### src/rtl/uart_pkg.sv
// Shared definitions for the UART transmit path: FSM state encoding and
// the default parallel word width.
package uart_pkg;

    localparam int DATA_WIDTH_DEF = 8;

    // Encodings 5..7 are unreachable; the controller maps them back to IDLE.
    typedef enum logic [2:0] {
        IDLE   = 3'd0,
        START  = 3'd1,
        DATA   = 3'd2,
        PARITY = 3'd3,
        STOP   = 3'd4
    } tx_state_e;

endpackage

### src/rtl/uart_tx_mux.sv
// Serial line output stage: selects start/data/parity/stop/idle level and
// registers it so TX_OUT never glitches.
module uart_tx_mux
    import uart_pkg::*;
(
    input  logic      clk_i,
    input  logic      rst_i,
    input  tx_state_e sel_i,
    input  logic      data_bit_i,
    input  logic      par_bit_i,
    output logic      tx_o
);

    logic tx_d;
    logic tx_q;

    always_comb begin
        tx_d = 1'b1;
        case (sel_i)
            START:   tx_d = 1'b0;
            DATA:    tx_d = data_bit_i;
            PARITY:  tx_d = par_bit_i;
            STOP:    tx_d = 1'b1;
            IDLE:    tx_d = 1'b1;
            default: tx_d = 1'b1;
        endcase
    end

    // Line idles high, including while reset is held.
    always_ff @(posedge clk_i or posedge rst_i) begin
        if (rst_i) begin
            tx_q <= 1'b1;
        end else begin
            tx_q <= tx_d;
        end
    end

    assign tx_o = tx_q;

endmodule

### src/rtl/uart_tx_ctrl.sv
// UART transmit controller: frames a parallel word as start, LSB-first data,
// optional parity and stop bit, one bit per clock.
module uart_tx_ctrl
    import uart_pkg::*;
#(
    parameter int DATA_WIDTH = DATA_WIDTH_DEF
)
(
    input  logic                  CLK,
    input  logic                  RST,
    input  logic [DATA_WIDTH-1:0] P_DATA,
    input  logic                  Data_Valid,
    input  logic                  PAR_EN,
    input  logic                  Par_bit,
    output logic                  TX_OUT,
    output logic                  Busy
);

    localparam int CNT_W = (DATA_WIDTH > 1) ? $clog2(DATA_WIDTH) : 1;
    localparam logic [CNT_W-1:0] CNT_LAST = CNT_W'(DATA_WIDTH - 1);

    tx_state_e             state_q, state_d;
    logic [CNT_W-1:0]      cnt_q, cnt_d;
    logic [DATA_WIDTH-1:0] data_q, data_d;
    logic                  par_en_q, par_en_d;
    logic                  par_bit_q, par_bit_d;
    logic                  busy_q, busy_d;
    logic                  data_bit;

    always_comb begin
        state_d   = state_q;
        cnt_d     = cnt_q;
        data_d    = data_q;
        par_en_d  = par_en_q;
        par_bit_d = par_bit_q;
        case (state_q)
            IDLE: begin
                if (Data_Valid) begin
                    state_d  = START;
                    data_d   = P_DATA;
                    par_en_d = PAR_EN;
                    cnt_d    = '0;
                end
            end
            START: begin
                // The parity calculator presents its result one cycle after
                // the request, so it is captured here rather than on accept.
                state_d   = DATA;
                cnt_d     = '0;
                par_bit_d = Par_bit;
            end
            DATA: begin
                if (cnt_q == CNT_LAST) begin
                    state_d = par_en_q ? PARITY : STOP;
                end else begin
                    cnt_d = cnt_q + CNT_W'(1);
                end
            end
            PARITY: begin
                state_d = STOP;
            end
            STOP: begin
                state_d = IDLE;
            end
            default: begin
                state_d = IDLE;
                cnt_d   = '0;
            end
        endcase
        busy_d = (state_d != IDLE);
    end

    // Outputs are registered from next-state so the first start bit appears
    // in the cycle right after Data_Valid.
    assign data_bit = data_d[cnt_d];

    always_ff @(posedge CLK or posedge RST) begin
        if (RST) begin
            state_q   <= IDLE;
            cnt_q     <= '0;
            data_q    <= '0;
            par_en_q  <= 1'b0;
            par_bit_q <= 1'b0;
            busy_q    <= 1'b0;
        end else begin
            state_q   <= state_d;
            cnt_q     <= cnt_d;
            data_q    <= data_d;
            par_en_q  <= par_en_d;
            par_bit_q <= par_bit_d;
            busy_q    <= busy_d;
        end
    end

    uart_tx_mux u_mux (
        .clk_i      (CLK),
        .rst_i      (RST),
        .sel_i      (state_d),
        .data_bit_i (data_bit),
        .par_bit_i  (par_bit_d),
        .tx_o       (TX_OUT)
    );

    assign Busy = busy_q;

endmodule

### config.mk
export PLATFORM = sky130hd
export DESIGN_NAME = uart_tx_ctrl
export DESIGN_NICKNAME = d
export VERILOG_FILES = /design/src/rtl/uart_pkg.sv /design/src/rtl/uart_tx_mux.sv /design/src/rtl/uart_tx_ctrl.sv
export SDC_FILE = /design/constraint.sdc
export NUM_CORES = 1
export LEC_CHECK = 0
export BUFFER_PORTS_ARGS = -buffer_cell sky130_fd_sc_hd__buf_2
export CAP_MARGIN = 20
export CORE_MARGIN = 1
export CORE_UTILIZATION = 55
export CTS_CLUSTER_SIZE = 12
export DETAILED_ROUTE_END_ITERATION = 8
export GPL_TIMING_DRIVEN = 1
export PLACE_DENSITY_LB_ADDON = 0.08
export SYNTH_ARGS = -nofsm -noshare
export SYNTH_HDL_FRONTEND = slang
export SYNTH_HIERARCHICAL = 1
export SYNTH_SLANG_ARGS = --single-unit
export TNS_END_PERCENT = 20
### constraint.sdc
create_clock -name CLK -period 4.57 [get_ports CLK]
set_input_delay 0.914 -clock CLK [delete_from_list [all_inputs] [get_ports CLK]]
set_output_delay 0.914 -clock CLK [all_outputs]
set_load 0.02 [all_outputs]
==> impl_metrics.env <==
export IMPL_core_area_um2=1520
export IMPL_cp_start_kind="input port"
export IMPL_place_area_um2=977
export IMPL_ys_warn_count=6
export IMPL_yosys_most_used_dff="dfrtp_1"
export IMPL_crit_required_ns=4.76
export IMPL_hp_class="flop to flop"
export IMPL_placed_cells=123
export IMPL_post_place_ws_ns=1.83
export IMPL_grt_max_degree=18
export IMPL_ys_ff_latch=18
export IMPL_chipHeight_um=42.5
export IMPL_fin_worst_skew_ns=0.00340
export IMPL_p_int_uw=379
export IMPL_rrSetupSlack_ns=2.27
export IMPL_grt_overflow_total=0
export IMPL_dieArea_um2=1810
export IMPL_grt_pass1_wl_um=2740
export IMPL_pin_count=15
export IMPL_cts_tree="done"
export IMPL_slew_violations=0
export IMPL_syn_nets=109
export IMPL_io_buffers=14
export IMPL_antenna_found_initial=0
export IMPL_grt_use_total_pct=20.7
export IMPL_layout_cells_non_filler=127
export IMPL_insertion_delay_ns=0.28
export IMPL_synth_area_per_cell_um2=9.51
export IMPL_sw_frac_of_total_pct=40.6
export IMPL_worstPathArrival_ns=2.64
export IMPL_synth_adder_area_share_pct=1.39
export IMPL_synthToLayoutAreaGrowth_pct=11.1
export IMPL_tns_ns=0
export IMPL_worstMarginPinSlew_ns=0.641
export IMPL_synthSimpleGateAreaFrac_pct=26.3
export IMPL_slew_headroom_pct=57.2
export IMPL_synth_compound_area_share_pct=14.5
export IMPL_post_drt_wl_per_cell_um=12.9
export IMPL_antenna_left=0
export IMPL_numCtsBuffers=3
export IMPL_num_vias=709
export IMPL_ys_types=33
export IMPL_dieWidth_um=42.5
export IMPL_rsz0062_at_grt="false"
export IMPL_drive_gt1_share_pct=25.2
export IMPL_hpwl_um=1230
export IMPL_setup_viol=0
export IMPL_pwr_share_comb_pct=43.3
export IMPL_seqPwrFrac_pct=44.4
export IMPL_vias_per_cell=5.58
export IMPL_cts_hold_buffers=0
export IMPL_cts_root_buffer="clkbuf_4"
export IMPL_start_util_pct=59.3
export IMPL_fin_util_pct=65.8
export IMPL_clock_sinks=18
export IMPL_finalCritPeriodShare_pct=53.5
export IMPL_num_antenna_cells=0
export IMPL_clkTransAtPathRegs_ns=0.09
export IMPL_path_max_fanout=13
export IMPL_power_net_switching_uw=259
export IMPL_leakagePower_nw=0.496
export IMPL_p_per_area_nw_per_um2=636
export IMPL_synth_xor_area_share_pct=0
export IMPL_design_area_um2=1000
export IMPL_status="complete, no violations"
export IMPL_total_power_uw=638
export IMPL_wirelength_um=1640
export IMPL_firstDrtPassIters=4
export IMPL_gp_congestion=0.841
export IMPL_rows=14
export IMPL_synth_async_reset_ratio_pct=100
export IMPL_nNetsFinal=126
export IMPL_whs_ns=0.486
export IMPL_synth_edf_count=0
export IMPL_max_cap_viol_count=0
export IMPL_reg2reg_depth=9
export IMPL_final_hold_viol_count=0
export IMPL_hold_depth=2
export IMPL_seq_area_frac_synth_pct=50.0
export IMPL_endpoint_kind="flop"
export IMPL_grt_pass1_vias=620
export IMPL_cts_max_path_buffers=2
export IMPL_cts_resized=0
export IMPL_drtIter0Drc=19
export IMPL_synth_top_family_by_area="simple AND/OR/NAND/NOR gates"
export IMPL_cts_setup_buffers=0
export IMPL_remaining_drc_errors=0
export IMPL_setup_ws_ns=2.13
export IMPL_vdd_drop_max_v=0.000372
export IMPL_worstSetupPathType="input port to flop"
export IMPL_synthMuxAreaShare_pct=3.46
export IMPL_pwr_share_clk_pct=12.3
export IMPL_synth_area_um2=903
export IMPL_cts_htree_levels=1
export IMPL_fin_crit_ns=2.44
export IMPL_fmax_ghz=0.409
export IMPL_synthCells=95
==> state kept, by name, summed over array words and instances, names as in the netlist <==
register and flops:
Busy 1, cnt_q 3, data_q 8, par_bit_q 1
par_en_q 1, state_q 3, u_mux/tx_o 1
==> cells in the mapped netlist (all sizes together), types with 2 or more instances <==
master	number	share of area, %
a311oi	4	3.9
a31oi	2	1.4
buf	2	1.8
dfrtp	17	47
inv	6	2.5
mux2i	2	2.2
nand2	28	12
nand2b	3	2.4
nand4	4	2.8
nor2	4	1.9
nor2b	2	1.4
nor3	2	1.7
o21ai	5	2.8
==> critical path, stage by stage <==
cell and delay [ns]:
buf_2 0.09, nand2b_1 0.12, nand2b_1 0.38, nand4_1 0.19, a311oi_1 0.10, or4_1 0.56
nor4b_2 0.23, a31oi_1 0.07
==> worst paths after layout <==
check / startpoint / endpoint
worst max-delay path: Data_Valid / u_mux/tx_o
worst min-delay path: data_q[6] / data_q[6]
worst max register to register: cnt_q[0] / u_mux/tx_o
worst min register to register: data_q[6] / data_q[6]
max in group asynchronous: RST / state_q[2]
min in group asynchronous: RST / u_mux/tx_o
==> power by group through the flow <==
stage | clock [mW] | sequential, mW | combinational [mW]
after floorplan | 0 | 0.280 | 0.224
after global placement | 0 | 0.284 | 0.268
after detailed placement | 0 | 0.285 | 0.277
after CTS | 0.0826 | 0.282 | 0.277
after global routing | 0.0874 | 0.291 | 0.313
final | 0.0788 | 0.283 | 0.276
==> layer usage <==
layer / global-route usage, % / up-vias / share of wire (%)
met2: 29.5 / 19 / 45
met4: 11.3 / 0 / 2.1
li1: - / 362 / -
met1: 30.6 / 324 / 50
met5: 0 / - / 0
met3: 2.59 / 4 / 3.1
==> kinds of logic after synthesis <==
kind of cell / count (synthesis)
compound gates: 17
flops: 18
buf+inv: 8
fa+ha+maj: 1
mux: 3
simple gates: 48
==> cells in the final DEF (no fill, tap or decap), types with 2 or more instances in the layout <==
| cell type | count |
|---|---|
| o21ai_1 | 2 |
| buf_2 | 14 |
| nand2_1 | 28 |
| a311oi_1 | 4 |
| inv_1 | 4 |
| clkbuf_4 | 3 |
| o21ai_0 | 3 |
| dfrtp_1 | 17 |
| mux2i_1 | 2 |
| nand2b_1 | 2 |
| inv_2 | 2 |
| nor2_1 | 3 |
| nand4_1 | 4 |
| a31oi_1 | 2 |
| nor2b_1 | 2 |
==> cell type report <==
class                      count  area, µm²
fill                         139        520
sequential                    18        452
multi-input combinational     69        413
timing repair buffer          14       70.1
clock buffer                   4       26.3
inverter                       6       22.5
tap                           16       20.0
Power figures use the tool's default switching activity.
